**src/rtl/regfile_wb_sched_pkg.sv**
```systemverilog
// regfile_wb_sched_pkg: shared register-file constants used by the writeback scheduler.
package regfile_wb_sched_pkg;
    localparam logic RstEnable = 1'b1;
    localparam logic RstDisable = 1'b0;
    localparam logic WriteEnable = 1'b1;
    localparam int RegAddrBus = 5;
    localparam int RegBus = 32;
    localparam int RegNum = 32;
    localparam int RegNumLog2 = 5;
    localparam logic [RegBus-1:0] ZeroWord = '0;
endpackage

```
**src/rtl/regfile_wb_sched_arbiter.sv**
```systemverilog
// wb_arbiter: one-hot grant over the writeback requesters.
// WB_SCHED_RR_EN selects round-robin from rr_ptr; otherwise lowest index wins.
module wb_arbiter #(
    parameter int N = 3
) (
`ifdef WB_SCHED_RR_EN
    input  logic         clk,
    input  logic         rst,
`endif
    input  logic [N-1:0] req,
    output logic [N-1:0] grant
);
`ifdef WB_SCHED_RR_EN
    localparam int PW = N > 1 ? $clog2(N) : 1;
    logic [PW-1:0] rr_ptr, ptr_nxt;
    always_comb begin
        int idx;
        logic found;
        grant = '0;
        ptr_nxt = rr_ptr;
        found = 1'b0;
        for (int k = 0; k < N; k++) begin
            idx = (int'(rr_ptr) + k) % N;
            if (!found && req[idx]) begin
                found = 1'b1;
                grant[idx] = 1'b1;
                ptr_nxt = PW'((idx + 1) % N);
            end
        end
    end
    always_ff @(posedge clk) rr_ptr <= rst ? '0 : ptr_nxt;
`else
    // isolate the lowest set bit
    assign grant = req & (~req + 1'b1);
`endif
endmodule

```
**src/rtl/regfile_wb_sched.sv**
```systemverilog
// regfile_wb_sched: single write-port scheduler plus pending-destination scoreboard.
// Define WB_SCHED_RR_EN for round-robin arbitration (default: fixed priority).
module regfile_wb_sched
    import regfile_wb_sched_pkg::*;
#(
    parameter int NUM_REQ = 3,
    parameter int ADDR_W = RegAddrBus,
    parameter int DATA_W = RegBus,
    parameter int REG_NUM = RegNum
) (
    input  logic                      clk,
    input  logic                      rst,
    input  logic                      iss_valid,
    input  logic [ADDR_W-1:0]         iss_rd,
    output logic                      iss_ready,
    input  logic [ADDR_W-1:0]         chk_raddr1,
    input  logic [ADDR_W-1:0]         chk_raddr2,
    output logic                      chk_stall,
    input  logic [NUM_REQ-1:0]        req_valid,
    input  logic [NUM_REQ*ADDR_W-1:0] req_addr,
    input  logic [NUM_REQ*DATA_W-1:0] req_data,
    output logic [NUM_REQ-1:0]        req_ready,
    output logic                      we,
    output logic [ADDR_W-1:0]         waddr,
    output logic [DATA_W-1:0]         wdata
);
    logic [NUM_REQ-1:0] grant;
    logic [ADDR_W-1:0] g_addr;
    logic [DATA_W-1:0] g_data;
    logic [REG_NUM-1:0] busy, busy_nxt;
    logic set_busy;

    wb_arbiter #(.N(NUM_REQ)) u_arb (
`ifdef WB_SCHED_RR_EN
        .clk(clk),
        .rst(rst),
`endif
        .req(req_valid & {NUM_REQ{rst == RstDisable}}),
        .grant(grant)
    );

    assign req_ready = grant;

    always_comb begin
        g_addr = '0;
        g_data = '0;
        for (int i = 0; i < NUM_REQ; i++) begin
            if (grant[i]) begin
                g_addr = req_addr[i*ADDR_W +: ADDR_W];
                g_data = req_data[i*DATA_W +: DATA_W];
            end
        end
    end

    always_ff @(posedge clk) begin
        if (rst == RstEnable) begin
            we <= ~WriteEnable;
            waddr <= '0;
            wdata <= DATA_W'(ZeroWord);
        end else begin
            we <= (|grant && g_addr != '0) ? WriteEnable : ~WriteEnable;
            if (|grant) begin
                waddr <= g_addr;
                wdata <= g_data;
            end
        end
    end

    assign set_busy = iss_valid && iss_ready && iss_rd != '0;

    // the set is applied after the clear so a new producer wins on the same edge
    always_comb begin
        busy_nxt = busy;
        if (we) busy_nxt[waddr] = 1'b0;
        if (set_busy) busy_nxt[iss_rd] = 1'b1;
        busy_nxt[0] = 1'b0;
    end

    always_ff @(posedge clk) busy <= (rst == RstEnable) ? '0 : busy_nxt;

    assign iss_ready = rst == RstDisable && (iss_rd == '0 || !busy[iss_rd] || (we && waddr == iss_rd));

    // a register written this cycle is forwarded by the register file, so it does not stall
    function automatic logic pend(input logic [ADDR_W-1:0] a);
        return a != '0 && busy[a] && !(we && waddr == a);
    endfunction

    assign chk_stall = pend(chk_raddr1) || pend(chk_raddr2);
endmodule

```
**config.mk**
```make
export PLATFORM = sky130hd
export DESIGN_NAME = regfile_wb_sched
export DESIGN_NICKNAME = d
export VERILOG_FILES = /design/src/rtl/regfile_wb_sched_pkg.sv /design/src/rtl/regfile_wb_sched_arbiter.sv /design/src/rtl/regfile_wb_sched.sv
export SDC_FILE = /design/constraint.sdc
export NUM_CORES = 1
export LEC_CHECK = 0
export BUFFER_PORTS_ARGS = -buffer_cell sky130_fd_sc_hd__clkbuf_2
export CORE_ASPECT_RATIO = 0.75
export CORE_UTILIZATION = 25
export DETAILED_ROUTE_END_ITERATION = 12
export SLEW_MARGIN = 20
export SYNTH_ARGS = -nofsm -noshare
export SYNTH_HDL_FRONTEND = slang
export SYNTH_HIERARCHICAL = 1
export SYNTH_SLANG_ARGS = --single-unit
export TNS_END_PERCENT = 20
```
**constraint.sdc**
```tcl
create_clock -name clk -period 2.2 [get_ports clk]
set_clock_uncertainty 0.2 [all_clocks]
set_input_delay 0.22 -clock clk [delete_from_list [all_inputs] [get_ports clk]]
set_output_delay 0.22 -clock clk [all_outputs]
set_load 0.05 [all_outputs]
```
# ---- Word-level counts from Yosys, hierarchy flattened
# Cells that the tools add are included.
dict set report op_classes {
  addsub 1
  n_lt_le_gt_ge 6
  eq_ne 3
  n_mux 19
  n_bitwise 7
  n_reduce_logical 25
}
# op count
set op_table {}
lappend op_table {{$mux 32} 5}
lappend op_table {{$and 32x32->32} 1}
lappend op_table {{$not 32->32} 1}
lappend op_table {{$or 32x32->32} 1}
lappend op_table {{$lt 5x6->1 const B} 4}
lappend op_table {{$reduce_bool 5->1} 4}
lappend op_table {{$bmux 1 s5} 3}
lappend op_table {{$eq 5x5->1} 3}
lappend op_table {{$mux 5} 3}
lappend op_table {{$logic_and 1x1->1} 13}
lappend op_table {{$demux 1 s5} 2}
lappend op_table {{$ge 5x1->1 const B} 2}
lappend op_table {{$and 3x3->3} 2}
lappend op_table {{$mux 1} 6}
lappend op_table {{$logic_not 5->1} 1}
lappend op_table {{$add 3x1->3 const B} 1}
lappend op_table {{$logic_not 1->1} 3}
lappend op_table {{$logic_or 1x1->1} 3}
lappend op_table {{$not 3->3} 1}
lappend op_table {{$reduce_or 3->1} 1}
lappend op_table {{$not 1->1} 1}
dict set report word_totals {
  regBits 69
  output_inout_bits 43
}

# ---- Depth between registers and ports, before layout
dict set report depth {
  depth_word 11
  ltp_mapped 10
  depth_no_buf 7
}

# ---- Modules after synthesis
# Netlist, hierarchy kept.
# module instances cells_each area_per_inst_um2 seq_area_each_um2
set by_module_without_submodules {}
lappend by_module_without_submodules {regfile_wb_sched 1 512 4390.5 1381.3}
lappend by_module_without_submodules {wb_arbiter 1 3 26.3 0.0}

# ---- Worst setup path before layout
# No wires, ideal clock.
dict set report synth_timing {
  kind {input-to-reg}
  from {input port rst}
  to {register we}
  setup_time_ns 0.076
  arrival_time_ns 2.891
  setup_slack_ns -0.967
  stages 9
  path_buffers 4
  cell_sequence {clkbuf_1 -> clkbuf_1 -> nor2b_1 -> nor3b_2 -> buf_2 -> nor3_1 -> nor2_1 -> clkbuf_1 -> a21boi_0}
}
# element line
set synth_lines {}
lappend synth_lines {{start: declaration} regfile_wb_sched.sv:12} ;# input logic rst,
lappend synth_lines {{$not 1->1 (*)} regfile_wb_sched.sv:38} ;# .req(req_valid & {NUM_REQ{rst == RstDisable}}),
lappend synth_lines {{$and 3x3->3 (*)} regfile_wb_sched.sv:38}
lappend synth_lines {{$not 3->3} regfile_wb_sched_arbiter.sv:34} ;# assign grant = req & (~req + 1'b1);
lappend synth_lines {{$add 3x1->3} regfile_wb_sched_arbiter.sv:34}
lappend synth_lines {{$and 3x3->3 (*)} regfile_wb_sched_arbiter.sv:34}
lappend synth_lines {{named net req_ready[2]} regfile_wb_sched.sv:22} ;# output logic [NUM_REQ-1:0] req_ready,
lappend synth_lines {{$mux 5} regfile_wb_sched.sv:48} ;# if (grant[i]) begin
lappend synth_lines {{$reduce_bool 5->1} regfile_wb_sched.sv:61} ;# we <= (|grant && g_addr != '0) ? WriteEnable : ~WriteEnable;
lappend synth_lines {{$logic_and 1x1->1 (*)} regfile_wb_sched.sv:61}
lappend synth_lines {{$mux 1 (*)} regfile_wb_sched.sv:61}
lappend synth_lines {{end signal: assignment} regfile_wb_sched.sv:57} ;# we <= ~WriteEnable;
lappend synth_lines {{end signal: assignment} regfile_wb_sched.sv:61}
lappend synth_lines {{end: declaration} regfile_wb_sched.sv:23} ;# output logic we,
# Mark *: on every way through the listed nets, which the timed path passes. The rest lies on a longest branch.
# A chain may end at the register's enable or synchronous reset.

# ---- Worst setup path in the final report
dict set report layout_timing {
  from {register busy[15]}
  to {output port iss_ready}
}
dict set report layout_between {
  elab_chain_len 6
}
# element line
set layout_lines {}
lappend layout_lines {{start: declaration} regfile_wb_sched.sv:30} ;# logic [REG_NUM-1:0] busy, busy_nxt;
lappend layout_lines {{start signal: assignment} regfile_wb_sched.sv:79} ;# always_ff @(posedge clk) busy <= (rst == RstEnable) ? '0 : busy_nxt;
lappend layout_lines {{$bmux 1 s5} regfile_wb_sched.sv:81} ;# assign iss_ready = rst == RstDisable && (iss_rd == '0 || !busy[iss_rd] || (we && waddr == iss_rd));
lappend layout_lines {{$mux 1 (implied by the code)} regfile_wb_sched.sv:81}
lappend layout_lines {{$logic_not 1->1} regfile_wb_sched.sv:81}
lappend layout_lines {{$logic_or 1x1->1 (2 in series)} regfile_wb_sched.sv:81}
lappend layout_lines {{$logic_and 1x1->1} regfile_wb_sched.sv:81}
lappend layout_lines {{end: declaration} regfile_wb_sched.sv:15} ;# output logic iss_ready,
# No other way between the ends. The select of a mux whose other input is x is not followed.

==> flow_summary.rst <==
.. list-table::
   :header-rows: 1

   * - Metric
     - Value
   * - Result of the run
     - complete, but fails checks
   * - Violated checks
     - setup timing
   * - Area of the multi-input gates
     - 0.00292 mm²
   * - Ratio of cells with drive above 1 in the final layout
     - 42.2%
   * - Initial Util
     - 25.9%
   * - TritonCTS clock tree
     - done
   * - Root Driver
     - clkbuf_16
   * - Post-Place Setup Slack
     - -0.155 ns
   * - Antenna violations before repair
     - 0
   * - Routed wirelength normalized by instance count
     - 16.5 µm
   * - Residual antenna-violating net count after detailed routing
     - 0
   * - Cell at the slowest stage of the critical path
     - mux4_2
   * - Detailed route wirelength on metal2
     - 7.27 mm
   * - Via density per instance
     - 4.97
   * - Fill cell count
     - 1,788
   * - Top achievable clock speed
     - 0.416 GHz
   * - Pin count of the biggest net entering global routing
     - 52
   * - Area of the die
     - 0.0182 mm²
   * - Pre-antenna DRT Iters
     - 5
   * - Clock Sinks
     - 69
   * - Data arrival, critical path
     - 1.99 ns
   * - Max-cap violations
     - 0
   * - Area share of the largest cell type after synthesis
     - 31.3%
   * - Setup violators final
     - 2
   * - Dominant synthesized flop cell
     - dfxtp_1
   * - Min Tclk post-route
     - 2.41 ns
   * - Synthesized area per cell
     - 8.58 µm²
   * - Number of design rule violations left after detail routing
     - 0
   * - DP Cell Count
     - 947
   * - Global route overflow
     - 0
   * - Sequential cell area fraction in the yosys report
     - 31.3%
   * - Final wirelength
     - 16.2 mm
   * - Sum of routed wire segments on met1
     - 7.73 mm
   * - Largest vdd supply drop
     - 0.297 mV
   * - Site Rows
     - 41
   * - Buffers & Inverters on Critical Path
     - 1
   * - Post-Syn Nets
     - 647
   * - Overall via count from detail_route
     - 4,869
   * - Worst-skew pair later-pin latency
     - 0.34 ns
   * - I/O pins
     - 175
   * - Number of port buffers
     - 174
   * - Antenna diode count
     - 0
   * - Worst setup EP type
     - output port
   * - Clock edge transition at the registers on the reported setup and hold paths
     - 0.06 ns
   * - Cell Area, Synth
     - 0.00442 mm²
   * - Hold/Removal Path Class
     - input pin to flip-flop
   * - Highest metal layer with signal wires
     - met4
   * - Part of the cycle the worst path needs
     - 109%
   * - Synth top cells by count
     - dfxtp_1, nand2_1, o21ai_0
   * - FF+latch count, synth
     - 69
   * - Top cell type by total area after synthesis
     - dfxtp_1
   * - Via count of the first global-routing pass
     - 4,782
   * - Cell Count, Final, Fillers Out
     - 980
   * - Core outline area
     - 0.0170 mm²
   * - Number of library cell types mapped by synthesis
     - 50
   * - Critical Path Source Type
     - flip-flop
   * - Number of buffers created by CTS
     - 9
   * - Total global-route track usage
     - 18.1%
   * - Pin slew with the least headroom to its limit
     - 0.730 ns
   * - Most used standard cell by instance count after synthesis
     - dfxtp_1
   * - Leak
     - 2.81 nW
   * - Post-detailed-placement cell area
     - 0.00604 mm²
   * - Post-detail-place hpwl
     - 12.0 mm
   * - H-tree depth
     - 3
   * - Initial detailed-routing violation count
     - 290
   * - CP required
     - 1.78 ns
   * - Maximum buffer depth of the clock tree
     - 2
   * - Final std cell area, no fill
     - 0.00662 mm²
   * - Fin. Hold Viols
     - 0
   * - Number of enable flip-flop cells after synthesis
     - 0
   * - Wire length of the first global-routing pass
     - 25.2 mm
   * - WS Path Type
     - flip-flop to output port
   * - Die H
     - 117 µm
   * - Worst hold slack after final layout
     - 0.00809 ns
   * - Area growth from synthesis to final layout
     - 49.9%
   * - Pwr dens
     - 599 mW/mm²
   * - Sequential standard cell area
     - 0.00139 mm²
   * - Unrepaired setup endpoints after global routing
     - true
   * - Fin worst setup slack
     - -0.205 ns
   * - Layout Utilization
     - 38.9%
   * - Largest incremental delay on the critical path
     - 0.46 ns
   * - Top cells by area in the synthesized netlist
     - dfxtp_1, a22o_1, mux4_2, a22oi_1, o21ai_0
   * - WL met3
     - 970 µm
   * - Final net count
     - 871
   * - Slew HR
     - 51.1%
   * - Width of the die
     - 155 µm
   * - CP Cell Sequence
     - mux4_2 > and4b_1 > a21oi_2 > nand3_2 > a21oi_4 > buf_12
   * - Routability congestion estimate from global placement
     - 0.847
   * - Fraction of registers with async set or reset after synthesis
     - 0%
   * - Number of warning messages in the yosys log
     - 6
   * - Critical path peak fanout
     - 4
   * - Number of cells produced by synthesis
     - 515
   * - Cell family contributing the most delay on the critical path
     - multiplexers
   * - Pins Over Slew Limit
     - 0
-- state kept, by name, indices dropped and copies added, names as in the netlist --
name and cells:
wdata 32, busy 31, waddr 5, we 1
-- what timing repair did --
action | CTS | global route
setup endpoints to repair | 2 | 25
gates resized for setup | 11 | 5
setup buffers | 2 | 2
endpoints found under the hold margin | 12 | 0
hold buffers | 12 | 0
pin swaps | 6 | 3
cloned | 0 | 1
-- layout by cell type, fill, tap and decap left out, types with 2 or more instances in the layout --
| master | count |
|---|---|
| clkbuf_16 | 10 |
| a22oi_1 | 37 |
| nand3_1 | 7 |
| clkbuf_2 | 171 |
| nor3b_1 | 4 |
| mux2_2 | 3 |
| xor2_1 | 12 |
| a211oi_2 | 2 |
| a22o_1 | 36 |
| dfxtp_1 | 63 |
| nor2b_2 | 3 |
| o21ai_0 | 51 |
| dfxtp_2 | 6 |
| buf_4 | 68 |
| buf_12 | 6 |
| a21oi_1 | 10 |
| mux4_2 | 14 |
| nand2_1 | 61 |
| bufinv_16 | 3 |
| o21ai_1 | 33 |
| a31oi_4 | 3 |
| xnor2_1 | 3 |
| dlygate4sd3_1 | 12 |
| nand3b_1 | 26 |
| mux2i_1 | 16 |
| nor2b_1 | 23 |
| nor2_1 | 9 |
| and3_1 | 3 |
| nor3_1 | 7 |
| clkbuf_8 | 2 |
| nor4_1 | 5 |
| or2_2 | 2 |
-- worst reg2reg max path, delay by kind of cell, from the launching register on --
family                 cells  cell delay, ns
DFF                        1            0.33
buffers and inverters      3            0.40
and+or+nand+nor            1            0.21
muxes                      1            0.46
AOI/OAI and AO/OA          3            0.38
-- path summary, 6_finish.rpt --
kind           startpoint         to  slack (ns)  depth (start not counted)
min          req_data[86]  wdata[22]       0.008                          4
max              busy[15]  iss_ready       -0.21                          6
max reg2reg      busy[15]    busy[3]        0.13                          8
min reg2reg     wdata[15]  wdata[15]        0.28                          1
-- routing by layer --
metal / vias to the layer above / GRT usage (%)
li1: 2375 / -
met1: 2298 / 24.4
met2: 179 / 28.9
met3: 17 / 4.53
met4: 0 / 4.38
met5: - / 0
-- logic make-up (layout without fill, tap and decap cells) --
| group | count (synthesis) | count (layout) | share of synthesized area [%] |
|---|---|---|---|
| AOI/OAI and AO/OA | 183 | 183 | 28.1 |
| and+or+nand+nor | 166 | 166 | 21.0 |
| DFF | 69 | 69 | 31.3 |
| buffers and inverters | 47 | 276 | 4.50 |
| muxes | 35 | 35 | 12.1 |
| xor gates and xnor gates | 15 | 15 | 2.97 |
-- layout make-up --
cell class                      count  share of cell area, %
Clock buffer                       11                   3.82
Tap cell                          236                   4.46
Sequential cell                    69                   21.0
Timing Repair Buffer              260                   25.0
Multi-Input combinational cell    399                   44.2
Clock inverter                      5                   1.61
-- report_power, final --
group / switching (W) / total [W] / leakage [nW] / internal, W
sequential: 0.0000362 / 0.00133 / 0.563 / 0.00130
combinational: 0.000519 / 0.000883 / 2.08 / 0.000364
clock: 0.000577 / 0.00175 / 0.172 / 0.00117
-- stage by stage --
step                      setup TNS, ns  total power [W]
after floorplan                   -2.04          0.00188
after global placement           -0.853          0.00220
after detailed placement          -2.18          0.00221
after CTS                        -0.382          0.00399
after global routing             -0.515          0.00414
final                            -0.365          0.00397
(Power assumes the default switching activity.)
